==> src/rtl/switch_button_in.sv <==
// Switch/button input port: two-flop synchronisers, tick-sampled debounce,
// sticky W1C press flags. Define SWBTN_IRQ_EN to build the mask register and irq.
module switch_button_in #(
  parameter logic [15:0] SAMPLE_DIV = 16'd50000,
  parameter int          SW_W       = 24,
  parameter int          BTN_W      = 5
) (
  input  logic              clk,
  input  logic              rst_n,
  input  logic [31:0]       addr,
  input  logic              we,
  input  logic [31:0]       wdata,
  output logic [31:0]       rdata,
  input  logic [SW_W-1:0]   sw,
  input  logic [BTN_W-1:0]  btn,
  output logic              irq
);

  localparam int          N    = SW_W + BTN_W;
  localparam logic [15:0] LAST = SAMPLE_DIV - 16'd1;

  logic [N-1:0]     raw;
  logic [N-1:0]     sync1_reg, sync2_reg, sample_prev_reg;
  logic [N-1:0]     deb_reg, deb_next;
  logic [15:0]      presc_reg, presc_next;
  logic             tick;
  logic [SW_W-1:0]  sw_deb;
  logic [BTN_W-1:0] btn_deb, btn_deb_next, btn_rise;
  logic [BTN_W-1:0] press_reg, press_next, press_clr;
  logic [BTN_W-1:0] mask_rd;
  logic             unused_bits;

  assign raw        = {btn, sw};
  assign tick       = (presc_reg == LAST);
  assign presc_next = tick ? 16'd0 : presc_reg + 16'd1;

  // A level is accepted only when two consecutive ticks agree.
  genvar gi;
  generate
    for (gi = 0; gi < N; gi++) begin : g_deb
      assign deb_next[gi] = (tick && (sync2_reg[gi] == sample_prev_reg[gi]))
                            ? sync2_reg[gi] : deb_reg[gi];
    end
  endgenerate

  assign sw_deb       = deb_reg[SW_W-1:0];
  assign btn_deb      = deb_reg[N-1:SW_W];
  assign btn_deb_next = deb_next[N-1:SW_W];
  assign btn_rise     = btn_deb_next & ~btn_deb;

  // Set is ORed in after the clear so a coincident press is never lost.
  assign press_clr  = (we && addr[3:2] == 2'd2) ? wdata[BTN_W-1:0] : '0;
  assign press_next = (press_reg & ~press_clr) | btn_rise;

  always_ff @(posedge clk or negedge rst_n) begin
    if (!rst_n) begin
      sync1_reg       <= '0;
      sync2_reg       <= '0;
      sample_prev_reg <= '0;
      deb_reg         <= '0;
      presc_reg       <= '0;
      press_reg       <= '0;
    end else begin
      sync1_reg <= raw;
      sync2_reg <= sync1_reg;
      presc_reg <= presc_next;
      if (tick)
        sample_prev_reg <= sync2_reg;
      deb_reg   <= deb_next;
      press_reg <= press_next;
    end
  end

`ifdef SWBTN_IRQ_EN
  logic [BTN_W-1:0] mask_reg;
  logic             irq_reg;

  always_ff @(posedge clk or negedge rst_n) begin
    if (!rst_n) begin
      mask_reg <= '0;
      irq_reg  <= 1'b0;
    end else begin
      if (we && addr[3:2] == 2'd3)
        mask_reg <= wdata[BTN_W-1:0];
      irq_reg <= |(press_reg & mask_reg);
    end
  end

  assign mask_rd = mask_reg;
  assign irq     = irq_reg;
`else
  assign mask_rd = '0;
  assign irq     = 1'b0;
`endif

  always_comb begin
    rdata = '0;
    case (addr[3:2])
      2'd0:    rdata = 32'(sw_deb);
      2'd1:    rdata = 32'(btn_deb);
      2'd2:    rdata = 32'(press_reg);
      default: rdata = 32'(mask_rd);
    endcase
  end

  // Only addr[3:2] and the low wdata bits matter; the rest are absorbed here.
  assign unused_bits = ^{addr[31:4], addr[1:0], wdata};

endmodule

==> config.mk <==
export PLATFORM = sky130hd
export DESIGN_NAME = switch_button_in
export DESIGN_NICKNAME = d
export VERILOG_FILES = /design/src/rtl/switch_button_in.sv
export SDC_FILE = /design/constraint.sdc
export NUM_CORES = 1
export LEC_CHECK = 0
export CORE_ASPECT_RATIO = 0.5
export CORE_MARGIN = 3
export CORE_UTILIZATION = 49
export CTS_CLUSTER_DIAMETER = 200
export DETAILED_ROUTE_END_ITERATION = 6
export GPL_ROUTABILITY_DRIVEN = 0
export MAX_ROUTING_LAYER = met4
export PLACE_DENSITY = 0.89
export SETUP_SLACK_MARGIN = 0.4
export SKIP_LAST_GASP = 1
export SYNTH_ARGS = -nofsm -noshare
export SYNTH_HDL_FRONTEND = slang
export SYNTH_SLANG_ARGS = --single-unit
==> constraint.sdc <==
create_clock -name clk -period 1.9 [get_ports clk]
set_input_delay 0.475 -clock clk [delete_from_list [all_inputs] [get_ports clk]]
set_output_delay 0.475 -clock clk [all_outputs]
set_load 0.01 [all_outputs]
==> metrics.txt, run 1 <==
# TYPE chip_impl_metric gauge
chip_impl_info{name="status",value="completed"} 1
chip_impl_metric{name="setup_violations",unit=""} 0
chip_impl_metric{name="remaining_antenna_violation_count",unit=""} 0
chip_impl_metric{name="design.final.nets",unit=""} 727
chip_impl_metric{name="post_synth_inst_count",unit=""} 479
chip_impl_metric{name="wl_met1",unit="mm"} 7.58
chip_impl_metric{name="via_count",unit=""} 5040
chip_impl_metric{name="clockBufferDepth",unit=""} 2
chip_impl_metric{name="share_of_cells_above_drive_strength_1",unit=""} 0.453
chip_impl_info{name="grt_setup_unrepaired",value="yes"} 1
chip_impl_metric{name="vias_per_cell",unit=""} 6.49
chip_impl_metric{name="global_route.usage.total",unit=""} 0.285
chip_impl_metric{name="cts_made_buffers",unit=""} 17
chip_impl_info{name="tritoncts",value="built"} 1
chip_impl_metric{name="ioPinCount",unit=""} 129
chip_impl_metric{name="io_buffer_count",unit=""} 62
chip_impl_metric{name="timing_max_transition_violations_final",unit=""} 0
chip_impl_metric{name="ys_types",unit=""} 33
chip_impl_metric{name="coreArea",unit="mm²"} 0.00988
chip_impl_metric{name="worst-endpoint-arrival",unit="ns"} 2.25
chip_impl_info{name="critical_path_cell_list",value="nor4bb_1, and4_4, buf_12, buf_6, buf_12, nand3_1, nand3_2"} 1
chip_impl_metric{name="area_delta_synth_final",unit="%"} 59.5
chip_impl_metric{name="drtPass1Iterations",unit=""} 5
chip_impl_metric{name="synth_top_cell_area_share",unit=""} 0.659
chip_impl_metric{name="route.met3.wl",unit="mm"} 2.77
chip_impl_metric{name="place.detailed.hpwl",unit="mm"} 6.59
chip_impl_metric{name="clock.fmax",unit="MHz"} 529
chip_impl_info{name="top_signal_layer_used",value="met4"} 1
chip_impl_metric{name="htreeDepth",unit=""} 4
chip_impl_metric{name="final-seq-area",unit="mm²"} 0.00344
chip_impl_metric{name="antenna_cells_inserted",unit=""} 0
chip_impl_metric{name="yosys_warnings",unit=""} 0
chip_impl_info{name="critPathCaptureType",value="register"} 1
chip_impl_metric{name="placement_rows",unit=""} 25
chip_impl_metric{name="fp.dieW",unit="µm"} 152
chip_impl_metric{name="globalRoute.totalOverflow",unit=""} 0
chip_impl_metric{name="timing.final.crit_period",unit="ns"} 1.89
chip_impl_info{name="cp_common_cell",value="buf_12"} 1
chip_impl_metric{name="dieHeight",unit="µm"} 78.8
chip_impl_metric{name="min_period_over_period",unit=""} 0.994
chip_impl_metric{name="syn-mean-instance-area",unit="µm²"} 10.9
chip_impl_info{name="min_path_type",value="reg -> reg"} 1
chip_impl_metric{name="clkSlewWorstSetupHoldPaths",unit="ns"} 0.06
chip_impl_metric{name="max-vdd-ir-drop",unit="V"} 0.000656
chip_impl_metric{name="drtIter0Drc",unit=""} 663
chip_impl_metric{name="finalPower",unit="µW"} 6740
chip_impl_metric{name="met2RoutedLength",unit="mm"} 9.85
chip_impl_info{name="cts.root.buffer_cell",value="clkbuf_16"} 1
chip_impl_metric{name="grt_pass1_wl",unit="mm"} 24.6
chip_impl_metric{name="synth_sequential_area_ratio",unit=""} 0.659
chip_impl_info{name="critical-path-top-delay-family",value="simple AND/OR/NAND/NOR gates"} 1
chip_impl_metric{name="syn-cell-area",unit="mm²"} 0.00520
chip_impl_info{name="netlist.top_cell.by_area",value="dfrtp_1"} 1
chip_impl_metric{name="timing.final.hold_violations",unit=""} 0
chip_impl_info{name="ys_top_cells_by_area",value="dfrtp_1 (66%), nand2_1 (9.2%), nand3_1 (6.7%)"} 1
chip_impl_metric{name="crit_buf_inv",unit=""} 3
chip_impl_info{name="critPathSlowestCell",value="dfrtp_2"} 1
chip_impl_metric{name="finalHoldWorstSlack",unit="ns"} 0.346
chip_impl_metric{name="initial_utilization",unit=""} 0.526
chip_impl_metric{name="post-route-drc-count",unit=""} 0
chip_impl_metric{name="worstSkewPairLatency",unit="ns"} 0.43
chip_impl_metric{name="max_cap_violations",unit=""} 0
chip_impl_metric{name="clock_net_sink_count",unit=""} 137
chip_impl_metric{name="fp.dieArea",unit="mm²"} 0.0120
chip_impl_metric{name="fin_worst_skew",unit="ns"} 0.0165
chip_impl_info{name="critical_path.startpoint_type",value="register"} 1
chip_impl_metric{name="num-fill-cells",unit=""} 364
chip_impl_metric{name="pwr_density",unit="mW/mm²"} 813
chip_impl_metric{name="synth-seq-cells",unit=""} 137
chip_impl_metric{name="power_leakage",unit="µW"} 0.00401
chip_impl_metric{name="route.final.wire_length",unit="mm"} 21.8
chip_impl_metric{name="number_of_global_route_vias_before_repair",unit=""} 4501
chip_impl_metric{name="grt_max_degree",unit=""} 39
chip_impl_metric{name="antenna_found_initial",unit=""} 0
chip_impl_metric{name="multi_input_area",unit="mm²"} 0.00228
chip_impl_metric{name="critPathMaxFanout",unit=""} 6
chip_impl_metric{name="crit_required",unit="ns"} 2.26
chip_impl_metric{name="max_stage_delay",unit="ns"} 0.43
chip_impl_metric{name="routedWlPerCell",unit="µm"} 28.1
chip_impl_info{name="criticalPathCategory",value="reg -> reg"} 1
[cell usage in the layout, fill, tap and decap left out, types with 3 or more instances in the layout]
cell,n
nand2_4,17
buf_4,48
o21ai_2,7
buf_2,5
mux2i_1,4
xor2_1,8
nand2_1,83
dfrtp_1,127
clkdlybuf4s50_1,35
nand4_1,4
buf_16,7
buf_12,15
nand3_2,34
clkbuf_8,3
xnor2_1,5
nand2b_1,5
clkinvlp_4,3
buf_6,31
nand3_1,25
clkbuf_16,24
nand2_2,29
nor3_2,3
o21ai_0,29
dfrtp_2,10
buf_8,3
and2_4,20
nand3_4,11
conb_1,9
nor2_1,8
[layout make-up]
class	count	share of cell area
tap	135	0.0204
timing repair buffer	152	0.218
clock buffer	21	0.0567
clock inverter	10	0.0143
multi-input combinational	322	0.275
sequential	137	0.415
[Yosys cell counts]
cell / n
and4b_1: 1
and4_1: 2
buf_4: 13
buf_6: 3
nand2_1: 128
and4bb_1: 1
conb_1: 1
clkbuf_1: 7
buf_2: 5
nand3_1: 70
nand2_2: 1
xnor2_1: 5
o21ai_0: 34
o21ai_1: 4
or4_4: 1
nor4b_1: 1
a21oi_2: 1
o31ai_1: 1
and3_1: 2
nor4b_2: 2
nand4_1: 4
nor2b_1: 1
nor3_1: 3
nor2_1: 9
nand2b_1: 5
o2bb2ai_1: 1
ha_1: 1
dfrtp_1: 137
nor4bb_1: 1
and2_1: 20
nor4_1: 1
xor2_1: 8
mux2i_1: 5
[metrics by stage]
step,setup WS [ns],area [µm²],util,std cells,TNS [ns]
6_report,0.0114,8290,0.839,777,0
3_3_place_gp,-0.646,6150,0.622,674,-14.38
5_1_grt,0.0485,8290,0.839,777,0
3_5_place_dp,-0.648,6150,0.622,674,-14.55
4_1_cts,0.178,7400,0.748,754,0
2_1_floorplan,0.344,5390,-,487,0
[timing repair]
action,4_1_cts,5_1_grt
gates resized for setup,172,132
hold buffers,1,0
cloned,8,9
pin swaps,12,48
endpoints found under the setup margin,95,100
hold endpoints to repair,34,0
setup buffers,40,14
[where the power goes]
group | internal [µW] | total (µW) | leakage, µW | switching (µW)
clock | 2040 | 3440 | 0.000282 | 1400
sequential | 2990 | 3050 | 0.00175 | 66.8
combinational | 128 | 253 | 0.00198 | 125
[metal layers]
layer | global-route usage | up-vias
met4 | 0.131 | 0
met2 | 0.445 | 515
met3 | 0.0815 | 188
met1 | 0.348 | 2443
li1 | - | 1894
met5 | - | -
[cells by family (layout without fill, tap and decap cells)]
| group | after synthesis | in the layout | synth area share |
|---|---|---|---|
| compound gates | 41 | 41 | 0.0414 |
| simple gates | 253 | 253 | 0.229 |
| fa+ha+maj | 1 | 1 | 0.00241 |
| buf+inv | 28 | 183 | 0.0351 |
| other cells | 1 | 9 | 0.000721 |
| mux | 5 | 5 | 0.00963 |
| flops | 137 | 137 | 0.659 |
| xor+xnor | 13 | 13 | 0.0219 |
[worst register-to-register path, delay by kind of cell (launching register included)]
| family | cells | cell delay [ns] |
|---|---|---|
| buffers and inverters | 3 | 0.36 |
| DFF | 1 | 0.43 |
| and+or+nand+nor | 4 | 1.04 |
[path summary, 6_finish.rpt]
check	startpoint	end	slack, ns	cells past startpoint
min in group asynchronous	rst_n	presc_reg[2]$_DFF_PN0_	0.54	2
setup / recovery	presc_reg[12]$_DFF_PN0_	deb_reg[10]$_DFFE_PN0P_	0.01	7
setup reg to reg	presc_reg[12]$_DFF_PN0_	deb_reg[10]$_DFFE_PN0P_	0.01	7
max in group asynchronous	rst_n	sample_prev_reg[19]$_DFFE_PN0P_	0.74	3
hold / removal	sync1_reg[17]$_DFF_PN0_	sync2_reg[17]$_DFF_PN0_	0.35	0
hold reg to reg	sync1_reg[17]$_DFF_PN0_	sync2_reg[17]$_DFF_PN0_	0.35	0
No activity file was read; power rests on OpenSTA's default activity.
==> run 2: changes to the inputs <==
CORE_MARGIN = 1.5   (was 3)
==> metrics.txt, run 2 (synthesis gave the netlist of run 1 again) <==
# TYPE chip_impl_metric gauge
chip_impl_metric{name="setup_violations",unit=""} 8
chip_impl_metric{name="globalRoute.totalOverflow",unit=""} 0
chip_impl_metric{name="max_cap_violations",unit=""} 0
chip_impl_metric{name="timing.final.hold_violations",unit=""} 0
chip_impl_info{name="critical_path_cell_list",value="nor4b_2, and4_4, buf_6, buf_12, buf_16, nand3_1, nand3_2"} 1
chip_impl_metric{name="place.detailed.hpwl",unit="mm"} 6.71
chip_impl_metric{name="area_delta_synth_final",unit="%"} 68.7
chip_impl_info{name="crit-reg2reg-capture",value="deb_reg[12]$_DFFE_PN0P_"} 1
chip_impl_metric{name="worstSkewPairLatency",unit="ns"} 0.43
chip_impl_metric{name="post-place-ws",unit="ns"} -0.648
chip_impl_metric{name="postLayoutSetupSlackWorst",unit="ns"} -0.0572
chip_impl_metric{name="grt_pass1_wl",unit="mm"} 30.1
chip_impl_info{name="most_frequent_standard_cell_in_the_layout_excluding_fill_and_tap_cells",value="dfrtp_1"} 1
chip_impl_metric{name="clock.fmax",unit="MHz"} 511
chip_impl_metric{name="initial_utilization",unit=""} 0.507
chip_impl_info{name="hold_end",value="sync2_reg[23]$_DFF_PN0_"} 1
chip_impl_metric{name="pwr_density",unit="mW/mm²"} 768
chip_impl_metric{name="finish.utilization",unit=""} 0.856
chip_impl_metric{name="worst-slew-pin-transition",unit="ns"} 0.508
chip_impl_metric{name="worst-endpoint-arrival",unit="ns"} 2.32
chip_impl_metric{name="routedWlPerCell",unit="µm"} 30.7
chip_impl_info{name="min_path_type",value="reg -> reg"} 1
chip_impl_metric{name="post-route-drc-count",unit=""} 0
chip_impl_metric{name="clock_net_sink_count",unit=""} 137
chip_impl_metric{name="drtPass1Iterations",unit=""} 5
chip_impl_metric{name="min_period_over_period",unit=""} 1.03
chip_impl_metric{name="global_route.usage.total",unit=""} 0.388
chip_impl_metric{name="power_leakage",unit="µW"} 0.00418
chip_impl_metric{name="fp.dieW",unit="µm"} 149
chip_impl_info{name="min_delay_src",value="sync1_reg[23]$_DFF_PN0_"} 1
chip_impl_metric{name="drtIter0Drc",unit=""} 748
chip_impl_info{name="critPathCaptureType",value="register"} 1
chip_impl_metric{name="reg2reg_depth",unit=""} 7
chip_impl_metric{name="place_inst",unit=""} 678
chip_impl_info{name="timing.rr.start",value="presc_reg[4]$_DFF_PN0_"} 1
chip_impl_metric{name="clockBufferDepth",unit=""} 2
chip_impl_metric{name="max-vdd-ir-drop",unit="V"} 0.000620
chip_impl_metric{name="dieHeight",unit="µm"} 75.8
chip_impl_metric{name="via_count",unit=""} 5291
chip_impl_metric{name="coreArea",unit="mm²"} 0.0102
chip_impl_info{name="tritoncts",value="built"} 1
chip_impl_metric{name="r2r_setup_slk",unit="ns"} -0.06
chip_impl_metric{name="ioPinCount",unit=""} 129
chip_impl_metric{name="timing.final.crit_period",unit="ns"} 1.96
chip_impl_info{name="failed_checks",value="setup timing"} 1
chip_impl_info{name="cts.root.buffer_cell",value="clkbuf_16"} 1
chip_impl_metric{name="timing.max_slew.rel_slack",unit=""} 0.658
chip_impl_info{name="status",value="finished with violations"} 1
chip_impl_metric{name="timing_max_transition_violations_final",unit=""} 0
chip_impl_metric{name="share_of_cells_above_drive_strength_1",unit=""} 0.530
chip_impl_metric{name="max_stage_delay",unit="ns"} 0.47
chip_impl_metric{name="placement_rows",unit=""} 26
chip_impl_metric{name="fp.dieArea",unit="mm²"} 0.0113
chip_impl_info{name="final_cell_mix",value="dfrtp_1 (128), nand2_4 (51), buf_4 (51), nand2_1 (44), nand3_2 (40)"} 1
chip_impl_metric{name="io_buffer_count",unit=""} 62
chip_impl_metric{name="min_delay_path_depth",unit=""} 0
chip_impl_info{name="criticalPathCategory",value="reg -> reg"} 1
chip_impl_metric{name="number_of_global_route_vias_before_repair",unit=""} 5036
chip_impl_metric{name="design.final.nets",unit=""} 740
chip_impl_metric{name="fin_worst_skew",unit="ns"} 0.0202
chip_impl_metric{name="post_layout_nonfiller_instances",unit=""} 797
chip_impl_metric{name="cts_made_buffers",unit=""} 17
chip_impl_metric{name="critPathMaxFanout",unit=""} 7
chip_impl_metric{name="remaining_antenna_violation_count",unit=""} 0
chip_impl_metric{name="clkSlewWorstSetupHoldPaths",unit="ns"} 0.07
chip_impl_info{name="critical_path.startpoint_type",value="register"} 1
chip_impl_metric{name="htreeDepth",unit=""} 4
chip_impl_info{name="grt_setup_unrepaired",value="yes"} 1
chip_impl_metric{name="antenna_found_initial",unit=""} 1
chip_impl_metric{name="grt_max_degree",unit=""} 44
chip_impl_metric{name="finalSetupTns",unit="ns"} -0.186
chip_impl_metric{name="crit_required",unit="ns"} 2.26
chip_impl_metric{name="vias_per_cell",unit=""} 6.64
chip_impl_info{name="critPathSlowestCell",value="dfrtp_2"} 1
chip_impl_metric{name="route.final.wire_length",unit="mm"} 24.4
==> run 2: metrics by stage <==
stage	power, µW	cell area, µm²	hold WS [ns]
CTS	6490	8030	0.347
global placement	3270	6120	0.333
floorplan	3120	5390	0.179
finish	6730	8770	0.346
detailed placement	3280	6120	0.335
global route	6870	8770	0.351
==> run 2: per-layer routing <==
layer | vias to the layer above | part of all wire | track usage
li1 | 1916 | - | -
met3 | 223 | 0.13 | 0.142
met4 | 0 | 0.079 | 0.273
met5 | - | 0 | -
met1 | 2552 | 0.35 | 0.427
met2 | 600 | 0.44 | 0.603
==> run 2: how the worst max path moves through the flow <==
stage,cells past startpoint,endpoint,start
global placement,5,rdata[15],addr[2]
detailed placement,5,rdata[13],addr[2]
global route,7,deb_reg[12]$_DFFE_PN0P_,presc_reg[4]$_DFF_PN0_
floorplan,4,rdata[11],addr[2]
finish,7,deb_reg[12]$_DFFE_PN0P_,presc_reg[4]$_DFF_PN0_
CTS,3,rdata[1],deb_reg[25]$_DFF_PN0_
==> run 2: where the power goes <==
group          internal (µW)  leakage [µW]  switching, µW
registers               2980       0.00175           60.7
logic                    125       0.00216            128
clock network           1980      0.000275           1460
total                   5090       0.00418           1650
==> run 2: worst max-delay path, delay by kind of cell, from the launching register on <==
family        cells  cell delay (ns)
buf+inv           3             0.38
simple gates      4             1.03
flops             1             0.47
==> run 2: what timing repair did <==
action | in CTS | in global routing
cloned | 18 | 2
pin swaps | 60 | 44
endpoints found under the setup margin | 96 | 99
hold endpoints to repair | 39 | 0
setup buffers | 44 | 21
gates resized for setup | 267 | 131
hold buffers | 1 | 0
==> run 2: cell type report <==
cell class,count,area (µm²)
repair buffers,165,2020
clock buffers,22,454
clock inverters,10,120
flip-flops and latches,137,3440
diodes,1,2.50
well taps,140,175
multi-input cells,322,2550
fillers,400,1480
==> run 3: changes to the inputs <==
MAX_ROUTING_LAYER = default   (was met4)
==> metrics.txt, run 3 (synthesis gave the netlist of run 1 again) <==
# TYPE chip_impl_metric gauge
chip_impl_metric{name="place_inst",unit=""} 678
chip_impl_metric{name="pwr-share-seq",unit=""} 0.454
chip_impl_info{name="criticalPathCategory",value="reg -> reg"} 1
chip_impl_info{name="critPathSlowestCell",value="dfrtp_1"} 1
chip_impl_metric{name="fin_worst_skew",unit="ns"} 0.0148
chip_impl_metric{name="dieHeight",unit="µm"} 75.8
chip_impl_metric{name="timing.final.crit_period",unit="ns"} 1.99
chip_impl_metric{name="timing.max_slew.rel_slack",unit=""} 0.444
chip_impl_metric{name="post_layout_nonfiller_instances",unit=""} 793
chip_impl_metric{name="multi_input_area",unit="mm²"} 0.00257
chip_impl_info{name="cts.root.buffer_cell",value="clkbuf_16"} 1
chip_impl_metric{name="vias_per_cell",unit=""} 6.56
chip_impl_metric{name="finalSetupTns",unit="ns"} -1.11
chip_impl_metric{name="worst-slew-pin-transition",unit="ns"} 0.826
chip_impl_metric{name="min_delay_path_depth",unit=""} 0
chip_impl_info{name="min_delay_src",value="sync1_reg[23]$_DFF_PN0_"} 1
chip_impl_metric{name="clock_net_sink_count",unit=""} 137
chip_impl_metric{name="fp.dieW",unit="µm"} 149
chip_impl_metric{name="place.detailed.hpwl",unit="mm"} 6.71
chip_impl_metric{name="placement_rows",unit=""} 26
chip_impl_info{name="critical_path_cell_list",value="ha_2, and3_4, buf_6, nand4_1, buf_6, buf_6, buf_16, nand2_1, nand2_1"} 1
chip_impl_metric{name="min_period_over_period",unit=""} 1.05
chip_impl_metric{name="htreeDepth",unit=""} 4
chip_impl_metric{name="postLayoutSetupSlackWorst",unit="ns"} -0.0910
chip_impl_metric{name="grt_pass1_wl",unit="mm"} 30.1
chip_impl_metric{name="timing.final.hold_violations",unit=""} 0
chip_impl_metric{name="setup_violations",unit=""} 39
chip_impl_info{name="critical_path.startpoint_type",value="register"} 1
chip_impl_metric{name="pwr_density",unit="mW/mm²"} 768
chip_impl_metric{name="routedWlPerCell",unit="µm"} 30.8
chip_impl_metric{name="power_report.internal_total",unit="µW"} 5090
chip_impl_metric{name="area_delta_synth_final",unit="%"} 68.3
chip_impl_metric{name="route.final.wire_length",unit="mm"} 24.4
chip_impl_info{name="critPathCaptureType",value="register"} 1
chip_impl_metric{name="clockBufferDepth",unit=""} 2
chip_impl_metric{name="globalRoute.totalOverflow",unit=""} 0
chip_impl_metric{name="coreArea",unit="mm²"} 0.0102
chip_impl_metric{name="finalHoldWorstSlack",unit="ns"} 0.346
chip_impl_metric{name="max_stage_delay",unit="ns"} 0.39
chip_impl_metric{name="power_leakage",unit="µW"} 0.00415
chip_impl_info{name="status",value="finished with violations"} 1
chip_impl_metric{name="remaining_antenna_violation_count",unit=""} 0
chip_impl_metric{name="pwr-share-clk",unit=""} 0.509
chip_impl_metric{name="worstSkewPairLatency",unit="ns"} 0.42
chip_impl_metric{name="cts_made_buffers",unit=""} 17
chip_impl_metric{name="power_frac_comb",unit=""} 0.038
chip_impl_metric{name="post-route-drc-count",unit=""} 0
chip_impl_info{name="crit-reg2reg-capture",value="sample_prev_reg[1]$_DFFE_PN0P_"} 1
chip_impl_metric{name="antenna_found_initial",unit=""} 2
chip_impl_metric{name="drtPass1Iterations",unit=""} 5
chip_impl_info{name="tritoncts",value="built"} 1
chip_impl_metric{name="via_count",unit=""} 5199
chip_impl_metric{name="critPathMaxFanout",unit=""} 7
chip_impl_metric{name="share_of_cells_above_drive_strength_1",unit=""} 0.528
chip_impl_metric{name="crit_required",unit="ns"} 2.19
chip_impl_info{name="most_frequent_standard_cell_in_the_layout_excluding_fill_and_tap_cells",value="dfrtp_1"} 1
chip_impl_metric{name="ioPinCount",unit=""} 129
chip_impl_metric{name="max-vdd-ir-drop",unit="V"} 0.000679
chip_impl_info{name="timing.rr.start",value="presc_reg[0]$_DFF_PN0_"} 1
chip_impl_metric{name="io_buffer_count",unit=""} 62
chip_impl_metric{name="clock.fmax",unit="MHz"} 502
chip_impl_metric{name="clkSlewWorstSetupHoldPaths",unit="ns"} 0.07
chip_impl_info{name="final_cell_mix",value="dfrtp_1 (129), nand2_4 (52), buf_4 (48), nand2_1 (44), nand3_2 (40)"} 1
chip_impl_metric{name="switchingPower",unit="µW"} 1630
chip_impl_metric{name="grt_max_degree",unit=""} 44
chip_impl_info{name="hold_end",value="sync2_reg[23]$_DFF_PN0_"} 1
chip_impl_info{name="min_path_type",value="reg -> reg"} 1
chip_impl_metric{name="global_route.usage.total",unit=""} 0.377
chip_impl_metric{name="design.final.nets",unit=""} 736
chip_impl_info{name="grt_setup_unrepaired",value="yes"} 1
chip_impl_metric{name="worst-endpoint-arrival",unit="ns"} 2.28
chip_impl_info{name="failed_checks",value="setup timing"} 1
chip_impl_metric{name="num-fill-cells",unit=""} 397
chip_impl_metric{name="drtIter0Drc",unit=""} 642
chip_impl_metric{name="number_of_global_route_vias_before_repair",unit=""} 5019
chip_impl_metric{name="max_cap_violations",unit=""} 0
chip_impl_metric{name="final-seq-area",unit="mm²"} 0.00344
chip_impl_info{name="cp_common_cell",value="buf_6"} 1
chip_impl_metric{name="r2r_setup_slk",unit="ns"} -0.09
chip_impl_metric{name="power.share.switching",unit=""} 0.243
chip_impl_metric{name="timing_max_transition_violations_final",unit=""} 0
chip_impl_metric{name="fp.dieArea",unit="mm²"} 0.0113
chip_impl_metric{name="reg2reg_depth",unit=""} 9
chip_impl_metric{name="initial_utilization",unit=""} 0.507
==> run 3: cell count changes in the layout (fill, tap and decap cells not counted), sizes merged <==
cell and change:
buf -4
==> run 3: metrics by stage <==
stage | instance area (µm²) | power [µW] | utilization | setup slack [ns]
2_1_floorplan | 5390 | 3120 | - | 0.344
3_3_place_gp | 6120 | 3270 | 0.597 | -0.617
3_5_place_dp | 6120 | 3280 | 0.597 | -0.648
4_1_cts | 8030 | 6490 | 0.784 | 0.207
5_1_grt | 8750 | 6830 | 0.853 | -0.109
6_report | 8750 | 6720 | 0.854 | -0.0910
==> run 3: worst max-delay path by stage <==
stage,startpoint,to,slack (ns)
floorplan,addr[2],rdata[11],0.34
global placement,addr[2],rdata[15],-0.62
detailed placement,addr[2],rdata[13],-0.65
CTS,deb_reg[25]$_DFF_PN0_,rdata[1],0.21
global route,presc_reg[5]$_DFF_PN0_,sample_prev_reg[1]$_DFFE_PN0P_,-0.11
finish,presc_reg[0]$_DFF_PN0_,sample_prev_reg[1]$_DFFE_PN0P_,-0.09
==> run 3: power groups by stage <==
| stage | sequential, µW | combinational, µW | clock [µW] |
|---|---|---|---|
| 2_1_floorplan | 3070 | 52.2 | 0 |
| 3_3_place_gp | 3070 | 203 | 0 |
| 4_1_cts | 3030 | 233 | 3230 |
| 6_report | 3050 | 254 | 3420 |
| 5_1_grt | 3050 | 272 | 3510 |
| 3_5_place_dp | 3080 | 207 | 0 |
==> run 3: per-layer routing <==
metal	global-route usage	up-vias	wire length [µm]
li1	-	1912	-
met1	0.433	2556	8510
met2	0.606	524	10600
met3	0.141	205	3180
met4	0.261	2	2050
met5	0	-	12
==> run 3: layout make-up <==
type / count / area share
sequential: 137 / 0.393
multi-input combinational: 322 / 0.294
tap: 140 / 0.0200
clock inverter: 10 / 0.0137
timing repair buffer: 161 / 0.227
antenna: 1 / 0.000286
clock buffer: 22 / 0.0519
==> run 3: repair_timing <==
action	4_1_cts	5_1_grt
hold buffers	1	0
hold endpoints to repair	39	0
gates resized for setup	267	131
gates cloned	18	2
pin swaps	60	41
endpoints found under the setup margin	96	99
buffers inserted	44	17
==> run 3: critical path: cells and delay by family, from the launching register on <==
family | cells | cell delay [ns]
fa+ha+maj | 1 | 0.22
buf+inv | 4 | 0.65
flops | 1 | 0.39
simple gates | 4 | 0.60
